File: config.mk
export PLATFORM = sky130hd
export DESIGN_NAME = regfile_param
export DESIGN_NICKNAME = d
export VERILOG_FILES = /design/src/rtl/regfile_param.sv
export SDC_FILE = /design/constraint.sdc
export NUM_CORES = 1
export LEC_CHECK = 0
export ABC_AREA = 1
export CAP_MARGIN = 20
export CELL_PAD_IN_SITES_DETAIL_PLACEMENT = 1
export CELL_PAD_IN_SITES_GLOBAL_PLACEMENT = 1
export CORE_MARGIN = 2
export CORE_UTILIZATION = 25
export CTS_BUF_LIST = sky130_fd_sc_hd__clkbuf_2 sky130_fd_sc_hd__clkbuf_4 sky130_fd_sc_hd__clkbuf_8
export DETAILED_ROUTE_END_ITERATION = 16
export GPL_ROUTABILITY_DRIVEN = 1
export PLACE_DENSITY_LB_ADDON = 0.08
export SYNTH_ARGS = -nofsm -noshare
export SYNTH_HDL_FRONTEND = slang
export SYNTH_SLANG_ARGS = --single-unit
File: constraint.sdc
create_clock -name clk -period 7.5 [get_ports clk]
set_input_delay 1.5 -clock clk [delete_from_list [all_inputs] [get_ports clk]]
set_output_delay 1.5 -clock clk [all_outputs]
set_load 0.05 [all_outputs]
File: src/rtl/regfile_param.sv
// Parametrised register file: 2 async read ports, 1 sync write port with sub-word modes,
// hardwired-zero r0, and a post-reset clear engine. Optional REGFILE_BYPASS_EN adds write-to-read forwarding.
module regfile_param #(
  parameter int DATA_W = 32,
  parameter int ADDR_W = 5
) (
  input  logic              clk,
  input  logic              rst,
  input  logic [ADDR_W-1:0] read_reg1,
  input  logic [ADDR_W-1:0] read_reg2,
  output logic [DATA_W-1:0] read_data1,
  output logic [DATA_W-1:0] read_data2,
  input  logic              regWrite,
  input  logic [ADDR_W-1:0] write_reg,
  input  logic [DATA_W-1:0] write_data,
  input  logic [1:0]        wmode,
  output logic              busy,
  output logic              wr_ack
);

  // state | meaning
  // IDLE  | normal read/write operation
  // CLEAR | zeroing mem[clr_ptr], one entry per cycle; writes refused, reads forced to 0
  typedef enum logic {IDLE, CLEAR} state_t;

  localparam int DEPTH = 2**ADDR_W;
  localparam logic [ADDR_W-1:0] LAST_PTR = ADDR_W'(DEPTH - 1);

  logic [DATA_W-1:0] mem_q [DEPTH];
  state_t            state_q, state_d;
  logic [ADDR_W-1:0] clr_ptr_q, clr_ptr_d;
  logic              wr_ack_q, wr_ack_d;
  logic              clr_we;
  logic              wr_accept;
  logic [DATA_W-1:0] old_val;
  logic [DATA_W-1:0] merged;

  assign busy   = (state_q == CLEAR);
  assign wr_ack = wr_ack_q;

  assign wr_accept = regWrite && !busy && (write_reg != '0) && !rst;
  assign clr_we    = busy && !rst;
  assign old_val   = mem_q[write_reg];

  always_comb begin
    merged = old_val;
    unique case (wmode)
      2'b00: merged = write_data;
      2'b01: merged[7:0] = write_data[7:0];
      2'b10: merged[15:0] = write_data[15:0];
      2'b11: merged = {{(DATA_W-8){write_data[7]}}, write_data[7:0]};
      default: merged = old_val;
    endcase
  end

  always_comb begin
    state_d   = state_q;
    clr_ptr_d = clr_ptr_q;
    wr_ack_d  = wr_accept;
    if (rst) begin
      state_d   = CLEAR;
      clr_ptr_d = '0;
      wr_ack_d  = 1'b0;
    end else if (state_q == CLEAR) begin
      clr_ptr_d = clr_ptr_q + 1'b1;
      if (clr_ptr_q == LAST_PTR) begin
        state_d = IDLE;
      end
    end
  end

  always_ff @(posedge clk) begin
    state_q   <= state_d;
    clr_ptr_q <= clr_ptr_d;
    wr_ack_q  <= wr_ack_d;
  end

  // Clear and normal writes are mutually exclusive through busy.
  always_ff @(posedge clk) begin
    if (clr_we) begin
      mem_q[clr_ptr_q] <= '0;
    end else if (wr_accept) begin
      mem_q[write_reg] <= merged;
    end
  end

  always_comb begin
    read_data1 = mem_q[read_reg1];
    read_data2 = mem_q[read_reg2];
`ifdef REGFILE_BYPASS_EN
    if (wr_accept && (read_reg1 == write_reg)) read_data1 = merged;
    if (wr_accept && (read_reg2 == write_reg)) read_data2 = merged;
`endif
    if (busy || (read_reg1 == '0)) read_data1 = '0;
    if (busy || (read_reg2 == '0)) read_data2 = '0;
  end

endmodule
Word-level counts from Yosys, hierarchy flattened

Memories as Yosys holds them, arrays and structs flattened.
Index checks and enable logic that the tools add are counted.

Register bits: 7
Memory bits (writable): 1024
Output and inout bits: 66
Bits of input ports: 52
Memories kept: 1
Word-level logic and storage cells: 43

$add $sub $neg: 1
Equality and inequality tests: 6
Muxes and demuxes: 15
Reductions and logical operators: 17

Memory list:

| name  | depth | width | read ports | clocked after Yosys merged registers in | write ports | line | source |
|---|---|---|---|---|---|---|---|
| mem_q | 32    | 32    | 2          | 0                                       | 1           | 29   | `logic [DATA_W-1:0] mem_q [DEPTH];` |

Operators with widths:

| kind                  | number |
|---|---|
| $mux W32              | 3 |
| $pmux W16 S2          | 1 |
| $reduce_or A32 Y1     | 1 |
| $pmux W8 S2           | 1 |
| $logic_not A5 Y1      | 2 |
| $mux W8               | 1 |
| $mux W1               | 7 |
| $add A5 B1 Y5 const B | 1 |
| $eq A5 B5 Y1 const B  | 1 |
| $mux W5               | 1 |
| $reduce_bool A5 Y1    | 1 |
| $eq A2 B2 Y1 const B  | 2 |
| $logic_and A1 B1 Y1   | 4 |
| $ne A2 B2 Y1 const B  | 2 |
| $reduce_and A2 Y1     | 2 |
| $reduce_or A4 Y1      | 1 |
| $mux W3               | 1 |
| $eq A2 B1 Y1 const B  | 1 |
| $logic_not A1 Y1      | 2 |
| $logic_not A2 Y1      | 1 |
| $logic_or A1 B1 Y1    | 2 |
| $reduce_or A2 Y1      | 1 |

Depth between registers and ports, before layout

Gate-level depths: netlist of the first run.

Word-level depth: 10
Gate-level depth with buffers: 12
Mapped depth without buffers: 11

Least setup slack after synthesis of the first run

Ideal clock, no wire load.

Path type: input -> output
Start: input port read_reg2[0]
End: output port read_data2[18]
Slack: 2.773 ns
Buffers on the path: 3
Stages on the path: 9
Data arrival time: 3.227 ns
Required time: 6.000 ns
Cell sequence: buf_2 buf_2 clkbuf_1 nand2_1 nand2_1 a21oi_1 nand3_1 nand3_1 a21oi_1

Word-level cells in the longest chain between the ends: 3
Elaborated cells on any way between the ends: 4
Those cells by class: mux: 1; reduce/logical: 2; memory: 1

Ends and longest elaborated chain:

| what                                                    | line | source |
|---|---|---|
| start, declared                                         | 10   | `input logic [ADDR_W-1:0] read_reg2,` |
| branches (longest 2 deep; another with $mem_v2 Z32 W32) | -    |  |
| $mux W32 (*)                                            | 95   | `if (busy \|\| (read_reg2 == '0)) read_data2 = '0;` |
| end, declared                                           | 12   | `output logic [DATA_W-1:0] read_data2,` |

Mark *: on every way between the ends.

Worst setup path in the final report of the first run

Start: input port read_reg2[0]
End: output port read_data2[21]

The elaborated chain is that of the path after synthesis.

==> results of run 1 <==
[stage by stage]
stage / power, mW / hold slack (ns) / util [%] / area (sq um) / setup WS, ns
finish: 13.4 / 0.509 / 29.4 / 61500 / 1.20
global route: 14.0 / 0.555 / 29.4 / 61500 / 1.09
CTS: 13.6 / 0.517 / 29.4 / 61500 / 1.17
detailed placement: 7.84 / 0.508 / 27.5 / 57600 / 1.17
global placement: 7.84 / 0.495 / 27.5 / 57600 / 1.20
floorplan: 7.22 / 0.467 / - / 52600 / 2.77
[critical path, cell delays in order]
cell and delay (ns):
buf_8 0.24, inv_8 0.47, buf_4 0.53, nand2_1 0.09, nand2_1 0.13, nand2_1 0.11, nand3_1 0.11, nand3_1 0.11
a21oi_1 0.48, clkdlybuf4s50_1 0.91
[sequential cells by signal, summed over array words and instances, names as in the netlist]
name,flops
busy,1
clr_ptr_q,5
wr_ack,1
mem_q,1024
[area by class of cell]
cell class              instances  area (sq um)
clock inverters                77           413
inverters                      49           230
well taps                    2805          3510
clock buffers                 286          3460
repair buffers                328          3140
multi-input cells            4640         19800
diodes                          3          7.51
flip-flops and latches       1031         30900
fillers                     24497        148000
[layer usage]
layer  GRT usage (%)  vias up
met3            2.55      339
met5               0        -
met2            39.4     1014
met1            31.5    23595
met4            6.76        0
li1                -    21014
[logic make-up (layout without fill, tap and decap cells)]
kind of cell / Yosys count / count (layout) / synth area share [%]
and+or+nand+nor: 4350 / 4350 / 34.2
DFF: 1031 / 1031 / 58.8
buffers and inverters: 501 / 740 / 4.17
AOI/OAI and AO/OA: 286 / 286 / 2.75
adders and majority gates: 4 / 4 / 0.0952
other: 0 / 3 / 0
[Yosys cell counts]
cell type / number / area (sq um)
buf_1: 50 / 188
nand4_1: 2 / 12.5
a21oi_1: 188 / 941
buf_2: 238 / 1190
clkinv_1: 2 / 7.51
o21ai_0: 79 / 395
edfxtp_1: 1024 / 30700
clkbuf_1: 161 / 604
dfxtp_1: 7 / 140
o21ai_2: 3 / 26.3
nor4_1: 1 / 6.26
o21ai_1: 14 / 70.1
nand2_2: 4 / 25.0
a31oi_1: 1 / 6.26
inv_2: 5 / 18.8
buf_6: 1 / 11.3
nand2_4: 1 / 11.3
nand3_1: 1240 / 6210
buf_4: 2 / 15.0
nand3_2: 1 / 10.0
nor2_1: 324 / 1220
nand3b_1: 1 / 7.51
o21a_1: 1 / 7.51
inv_1: 42 / 158
ha_1: 4 / 50.1
nor3_1: 55 / 275
nor2_4: 1 / 11.3
nand2_1: 2720 / 10200
[worst max path at each step]
stage	end	slack, ns	cells past startpoint
after floorplan	read_data2[18]	2.77	9
after global placement	read_data2[21]	1.20	10
after detailed placement	read_data2[21]	1.17	10
after CTS	read_data2[21]	1.17	10
after global routing	read_data2[21]	1.09	10
final	read_data2[21]	1.20	10
[power by group through the flow]
stage	Sequential [mW]	Clock, mW	Combinational [mW]
floorplan	6.41	0	0.810
finish	6.30	5.71	1.42
detailed placement	6.41	0	1.43
global placement	6.41	0	1.43
CTS	6.30	5.89	1.43
global route	6.30	6.11	1.55
==> flow_summary.yaml, run 1 <==
sta:
  rsz0062_at_grt: "false"
  finalSetupTns_ns: 0
  relSlewSlack_pct: 4.91
  fmax_mhz: 159
  fin_skew_ns: 0.0365
  hold_viol_final: 0
  fin_crit_ns: 6.30
  tightest_slew_ns: 1.43
  setup_violations: 0
  fin_crit_sh_pct: 84.0
  slew_viol_final: 0
detailed_routing:
  wirelength_met1_microns: 118000
  drt-pass1-iter-count: 5
  drt-initial-drc-count: 3071
  dr_wl_met3_microns: 8480
  vias_per_cell: 4.99
  drc: 0
  routed_wl_microns: 256000
  highest_layer: "met4"
  wl_met2_microns: 122000
  vias: 45962
  antenna_left: 0
  avgRoutedWirePerCell_microns: 27.7
synth:
  yosysUniqueCellTypes: 28
  ys_warn_count: 0
  ys_seq_area_share_pct: 58.8
  ys_seq_elements: 1031
  synth_nets: 6228
  syn_inst: 6172
  syn_area_per_cell_sq_um: 8.52
  synth_area_sq_um: 52600
worst_hold_path:
  hp-start: "clr_ptr_q[4]"
  hold_depth: 2
  hold_path_class: "register to register"
  worstHoldEndpoint: "clr_ptr_q[4]"
grt:
  grt_pass1_vias: 47641
  grt_overflow: 0
  grt.total_usage_pct: 23.4
  grt_start_max_net_pins: 138
  grt_pass1_wl_microns: 362000
  antenna_found_initial: 4
worst_setup_path:
  rr_startpoint: "busy"
  crit_type: "input pin to primary output"
  start_kind: "input pin"
  setup.worst_path.end_class: "primary output"
  reg2reg_to: "mem_q[7][28]"
  rrSetupSlack_ns: 3.41
  required_ns: 6.00
  crit_arrival_ns: 4.80
  rr_worst_depth: 10
  crit_start: "read_reg2[0]"
  critPathMaxFanout: 58
power_and_ir_drop:
  ir_drop_mv: 0.182
  switching_share_pct: 28.0
  power_frac_seq_pct: 46.9
  p_per_area_nw_per_um2: 218
  clock_power_share_pct: 42.5
  combPwrFrac_pct: 10.6
  p_leak_nw: 24.1
  switching_power_mw: 3.76
  internal-power_mw: 9.66
floorplan:
  fp.dieArea_sq_um: 214000
  fp.coreArea_sq_um: 209000
  io_pins: 118
  initial_core_util_pct: 25.1
  fp.dieH_microns: 463
  fp-row-count: 168
  die_width_microns: 463
run_status:
  status: "complete, no violations"
clock_network:
  path_clk_slew_ns: 0.06
  root_buffer: "clkbuf_8"
  ctsResizeCount: 0
  cts_hold_buf: 0
  clk-insertion-delay-late_ns: 0.98
  cts_made_buffers: 206
  clockBufferDepth: 3
  cts_setup_buffers: 0
  cts_tree: "yes"
  clock_sinks: 1031
  h-tree-depth: 4
layout:
  finalNonFillerCells: 9219
  finalNetCount: 6312
  final_common_cell: "nand2_1"
  area_growth_pct: 17.0
  drive_above_1_share_pct: 10.0
  final_cell_mix: "2718 x nand2_1, 1240 x nand3_1, 1024 x edfxtp_1"
place:
  port_buffers: 117
  dp.cells: 8851
  place.gp.congestion: 0.768
  hpwl_microns: 143000
job:
  max-cap-violations: 0
(Power assumes the default switching activity.)
==> inputs of run 2 (changes only) <==
==> constraint.sdc (replaced) <==
create_clock -name clk -period 5.04 [get_ports clk]
set_input_delay 1.008 -clock clk [delete_from_list [all_inputs] [get_ports clk]]
set_output_delay 1.008 -clock clk [all_outputs]
set_load 0.05 [all_outputs]
==> flow_summary.yaml, run 2 (synthesized netlist as in run 1, its figures left out) <==
run_status:
  status: "complete, no violations"
clock_network:
  h-tree-depth: 4
  ctsResizeCount: 0
  path_clk_slew_ns: 0.06
  clock_sinks: 1031
  cts_made_buffers: 205
  cts_tree: "yes"
  cts_setup_buffers: 0
  clockBufferDepth: 3
  cts_hold_buf: 0
  clk-insertion-delay-late_ns: 1.00
  root_buffer: "clkbuf_8"
grt:
  grt_pass1_vias: 47665
  grt_overflow: 0
  grt_pass1_wl_microns: 359000
  grt_start_max_net_pins: 134
  antenna_found_initial: 9
  grt.total_usage_pct: 23.1
worst_hold_path:
  hold_depth: 2
  hp-start: "clr_ptr_q[4]"
  worstHoldEndpoint: "clr_ptr_q[4]"
  hold_path_class: "register to register"
worst_setup_path:
  required_ns: 4.03
  crit_type: "input pin to primary output"
  critPathMaxFanout: 62
  crit_path_top_delay_cell: "nor2_1"
  path_common_cell: "nand2_1"
  cpPeakStageDelay_ns: 0.51
  reg2reg_to: "mem_q[27][8]"
  rrSetupSlack_ns: 1.66
  rr_startpoint: "busy"
  crit_buf_inv: 4
  worstPathCellList: "buf_8 > inv_8 > buf_12 > nand2_1 > nand3_1 > nand2_1 > nand2_1 > nand2_1 > nor2_1 > nor2_1 > nor2_1 > buf_12"
  rr_worst_depth: 10
  critPathTopFamily: "buffers and inverters"
  crit_arrival_ns: 3.38
  start_kind: "input pin"
  setup.worst_path.end_class: "primary output"
layout:
  fin_util_pct: 30.2
  reg_top3: "mem_q: 1024 flops, clr_ptr_q: 5 flops"
  final_cell_mix: "2718 x nand2_1, 1240 x nand3_1, 1024 x edfxtp_1"
  area_growth_pct: 20.3
  drive_above_1_share_pct: 12.0
  finalNetCount: 6397
  largest_reg_flops: 1024
  fin_area_sq_um: 63200
  largest-register: "mem_q"
  final_common_cell: "nand2_1"
  finalNonFillerCells: 9311
sta:
  tightest_slew_ns: 1.03
  fin_crit_ns: 4.39
  slew_viol_final: 0
  relSlewSlack_pct: 31.2
  rsz0062_at_grt: "false"
  fin_crit_sh_pct: 87.1
  finalSetupTns_ns: 0
  hold_ws_ns: 0.543
  fin_skew_ns: 0.0421
  hold_viol_final: 0
  setup_ws_ns: 0.650
  setup_violations: 0
  fmax_mhz: 228
floorplan:
  io_pins: 118
  fp.coreArea_sq_um: 209000
  fp.dieH_microns: 463
  fp-row-count: 168
  initial_core_util_pct: 25.1
  die_width_microns: 463
  fp.dieArea_sq_um: 214000
detailed_routing:
  drc: 0
  routed_wl_microns: 253000
  vias: 45926
  antenna_left: 0
  dr_wl_met3_microns: 9580
  drt-pass1-iter-count: 5
  highest_layer: "met5"
  vias_per_cell: 4.93
  wl_met2_microns: 120000
  avgRoutedWirePerCell_microns: 27.2
  wirelength_met1_microns: 118000
  drt-initial-drc-count: 3157
place:
  dpl_cell_area_sq_um: 59300
  hpwl_microns: 149000
  dpl_worst_slack_ns: 0.589
  port_buffers: 117
  dp.cells: 8936
  place.gp.congestion: 0.780
power_and_ir_drop:
  fin_total_pwr_mw: 20.0
  internal-power_mw: 14.4
  p_per_area_nw_per_um2: 317
  power_frac_seq_pct: 46.8
  combPwrFrac_pct: 10.9
  switching_power_mw: 5.63
  p_leak_nw: 25.0
  ir_drop_mv: 0.292
  clock_power_share_pct: 42.3
  switching_share_pct: 28.1
job:
  max-cap-violations: 0
[run 2: cell count changes in the layout (fill, tap and decap cells not counted), sizes merged, moves of 4 or more]
cell	before	now
clkbuf	288	275
buf	231	369
clkinvlp	3	7
clkinv	64	81
inv	57	53
clkdlybuf4s50	95	43
[run 2: how the worst max path moves through the flow]
| stage | end | from | slack (ns) | depth (start not counted) |
|---|---|---|---|---|
| after floorplan | read_data2[18] | read_reg2[0] | 1.30 | 9 |
| after detailed placement | read_data2[15] | read_reg2[2] | 0.59 | 10 |
| after global placement | read_data2[15] | read_reg2[2] | 0.58 | 10 |
| after CTS | read_data2[15] | read_reg2[2] | 0.59 | 10 |
| after global routing | read_data2[8] | read_reg2[0] | 0.53 | 12 |
| final | read_data1[19] | read_reg1[0] | 0.65 | 12 |
[run 2: cell type report]
class	count	area, sq um
flip-flops and latches	1031	30900
inverters	49	230
fillers	24343	146000
clock buffers	273	3340
multi-input cells	4640	19800
repair buffers	414	4940
clock inverters	95	533
well taps	2805	3510
diodes	4	10.0
[run 2: power by group through the flow]
stage / combinational, mW / clock (mW) / sequential, mW
global route: 2.37 / 9.08 / 9.37
global placement: 2.18 / 0 / 9.55
floorplan: 1.21 / 0 / 9.54
finish: 2.17 / 8.48 / 9.37
CTS: 2.20 / 8.76 / 9.37
detailed placement: 2.19 / 0 / 9.55
[run 2: worst reg2reg max path: stages, from the launching register on]
cell and delay, ns:
dfxtp_1 0.36, inv_2 0.26, nand2_2 0.14, nor2_4 0.16, nand2_4 0.14, buf_4 0.34, o21ai_0 0.34, inv_1 0.28
buf_4 0.30, nor3_1 0.51, buf_4 0.27
[run 2: routing by layer]
metal / vias up / global-route usage (%)
met2: 1003 / 38.8
met1: 23394 / 31.5
met4: 2 / 6.00
met3: 334 / 2.79
li1: 21193 / -
met5: - / 0
==> inputs of run 3 (changes only) <==
--- a/config.mk
+++ b/config.mk
@@ -14,6 +14,7 @@
 export CTS_BUF_LIST = sky130_fd_sc_hd__clkbuf_2 sky130_fd_sc_hd__clkbuf_4 sky130_fd_sc_hd__clkbuf_8
 export DETAILED_ROUTE_END_ITERATION = 16
 export GPL_ROUTABILITY_DRIVEN = 1
+export GPL_TIMING_DRIVEN = 0
 export PLACE_DENSITY_LB_ADDON = 0.08
 export SYNTH_ARGS = -nofsm -noshare
 export SYNTH_HDL_FRONTEND = slang
==> flow_summary.yaml, run 3 (synthesized netlist as in run 1, its figures left out) <==
sta:
  fin_skew_ns: 0.0496
  hold_ws_ns: 0.507
  relSlewSlack_pct: 11.8
  fin_crit_ns: 5.16
  setup_violations: 32
  hold_viol_final: 0
  fin_crit_sh_pct: 102
  fmax_mhz: 194
  finalSetupTns_ns: -1.21
  slew_viol_final: 0
  tightest_slew_ns: 1.32
  rsz0062_at_grt: "false"
  setup_ws_ns: -0.124
detailed_routing:
  drt-pass1-iter-count: 6
  drc: 0
  vias_per_cell: 5.46
  antenna_left: 0
  drt-initial-drc-count: 6611
  avgRoutedWirePerCell_microns: 38.1
  routed_wl_microns: 369000
  vias: 52903
floorplan:
  die_width_microns: 463
  initial_core_util_pct: 25.1
  fp.dieArea_sq_um: 214000
  io_pins: 118
  fp.coreArea_sq_um: 209000
  fp-row-count: 168
  fp.dieH_microns: 463
worst_setup_path:
  critPathMaxFanout: 10
  crit_type: "input pin to primary output"
  crit_arrival_ns: 4.16
  setup.worst_path.end_class: "primary output"
  start_kind: "input pin"
  required_ns: 4.03
power_and_ir_drop:
  clock_power_share_pct: 41.3
  ir_drop_mv: 0.330
  power_frac_seq_pct: 44.5
  fin_total_pwr_mw: 21.1
  switching_share_pct: 31.0
  p_leak_nw: 26.1
  switching_power_mw: 6.53
  internal-power_mw: 14.5
  combPwrFrac_pct: 14.2
  p_per_area_nw_per_um2: 323
run_status:
  status: "finished with violations"
  violations: "setup timing"
clock_network:
  clk-insertion-delay-late_ns: 1.03
  cts_hold_buf: 0
  h-tree-depth: 4
  clockBufferDepth: 3
  cts_made_buffers: 206
  path_clk_slew_ns: 0.05
  cts_tree: "yes"
  root_buffer: "clkbuf_8"
  clock_sinks: 1031
layout:
  reg_top3: "mem_q: 1024 flops, clr_ptr_q: 5 flops"
  finalNetCount: 6761
  largest_reg_flops: 1024
  area_growth_pct: 23.9
  final_common_cell: "nand2_1"
  final_cell_mix: "2718 x nand2_1, 1237 x nand3_1, 1024 x edfxtp_1"
  largest-register: "mem_q"
  drive_above_1_share_pct: 15.8
  fin_area_sq_um: 65200
place:
  port_buffers: 111
  dpl_cell_area_sq_um: 60700
  place.gp.congestion: 0.938
  hpwl_microns: 270000
grt:
  grt_pass1_wl_microns: 477000
  grt_pass1_vias: 51265
  grt.total_usage_pct: 33.4
  antenna_found_initial: 21
  grt_start_max_net_pins: 33
  grt_overflow: 0
worst_hold_path:
  hold_path_class: "register to register"
job:
  max-cap-violations: 0
[run 3: cell types whose count changed in the layout (fill, tap and decap cells not counted), moves of 24 or more]
cell,change
nor3_1,-24
clkdlybuf4s15_2,+48
nor3_2,+24
clkbuf_4,+30
buf_8,+60
buf_2,+232
buf_6,+109
clkbuf_2,+76
buf_4,-180
clkbuf_1,+63
buf_12,-126
[run 3: worst paths after layout]
path	startpoint	to	slack, ns	cells past startpoint
worst max-delay path	read_reg2[2]	read_data2[27]	-0.12	11
worst min-delay path	clr_ptr_q[4]	clr_ptr_q[4]	0.51	2
worst max register to register	busy	mem_q[18][27]	1.07	13
worst min register to register	clr_ptr_q[4]	clr_ptr_q[4]	0.51	2
[run 3: routing by layer]
metal,vias to the layer above,track usage (%),wire length [microns]
met2,2953,50.7,160000
li1,21958,-,-
met4,18,17.5,21600
met3,762,8.96,35600
met5,-,0,107
met1,27212,43.3,151000
[run 3: metrics by stage]
step / worst slack [ns] / cells / util [%]
finish: -0.124 / 9684 / 31.1
global route: 0.000848 / 9670 / 31.1
CTS: 0.00297 / 9658 / 31.1
detailed placement: -1.49 / 9298 / 29.0
global placement: -3.00 / 9088 / 27.3
floorplan: 1.30 / 6172 / -
[run 3: cell type report]
class | count | area (sq um)
clock buffer | 277 | 3400
fill | 24585 | 144000
timing repair buffer | 325 | 4110
clock inverter | 83 | 487
multi-input combinational | 4640 | 20100
tap | 2805 | 3510
sequential | 1031 | 30900
buffer | 452 | 2420
antenna | 22 | 55.1
inverter | 49 | 185
[run 3: critical path, cell delays in order]
cell	delay [ns]
clkdlybuf4s50_1	0.60
inv_1	0.19
nand2_4	0.18
clkinv_1	0.27
buf_6	0.33
buf_4	0.29
nand2_1	0.10
nand3_1	0.13
nand3_1	0.30
a21oi_2	0.31
clkdlybuf4s15_2	0.40
[run 3: power groups by stage]
stage	clock network, mW	registers [mW]	logic [mW]
after CTS	8.80	9.37	2.88
after global routing	9.11	9.37	3.04
after floorplan	0	9.54	1.21
after detailed placement	0	9.54	2.84
final	8.71	9.37	2.99
after global placement	0	9.55	2.70
[run 3: what timing repair did]
action / 4_1_cts / 5_1_grt
buffers inserted: 0 / 0
endpoints found under the setup margin: 64 / 28
gates resized for setup: 395 / 42
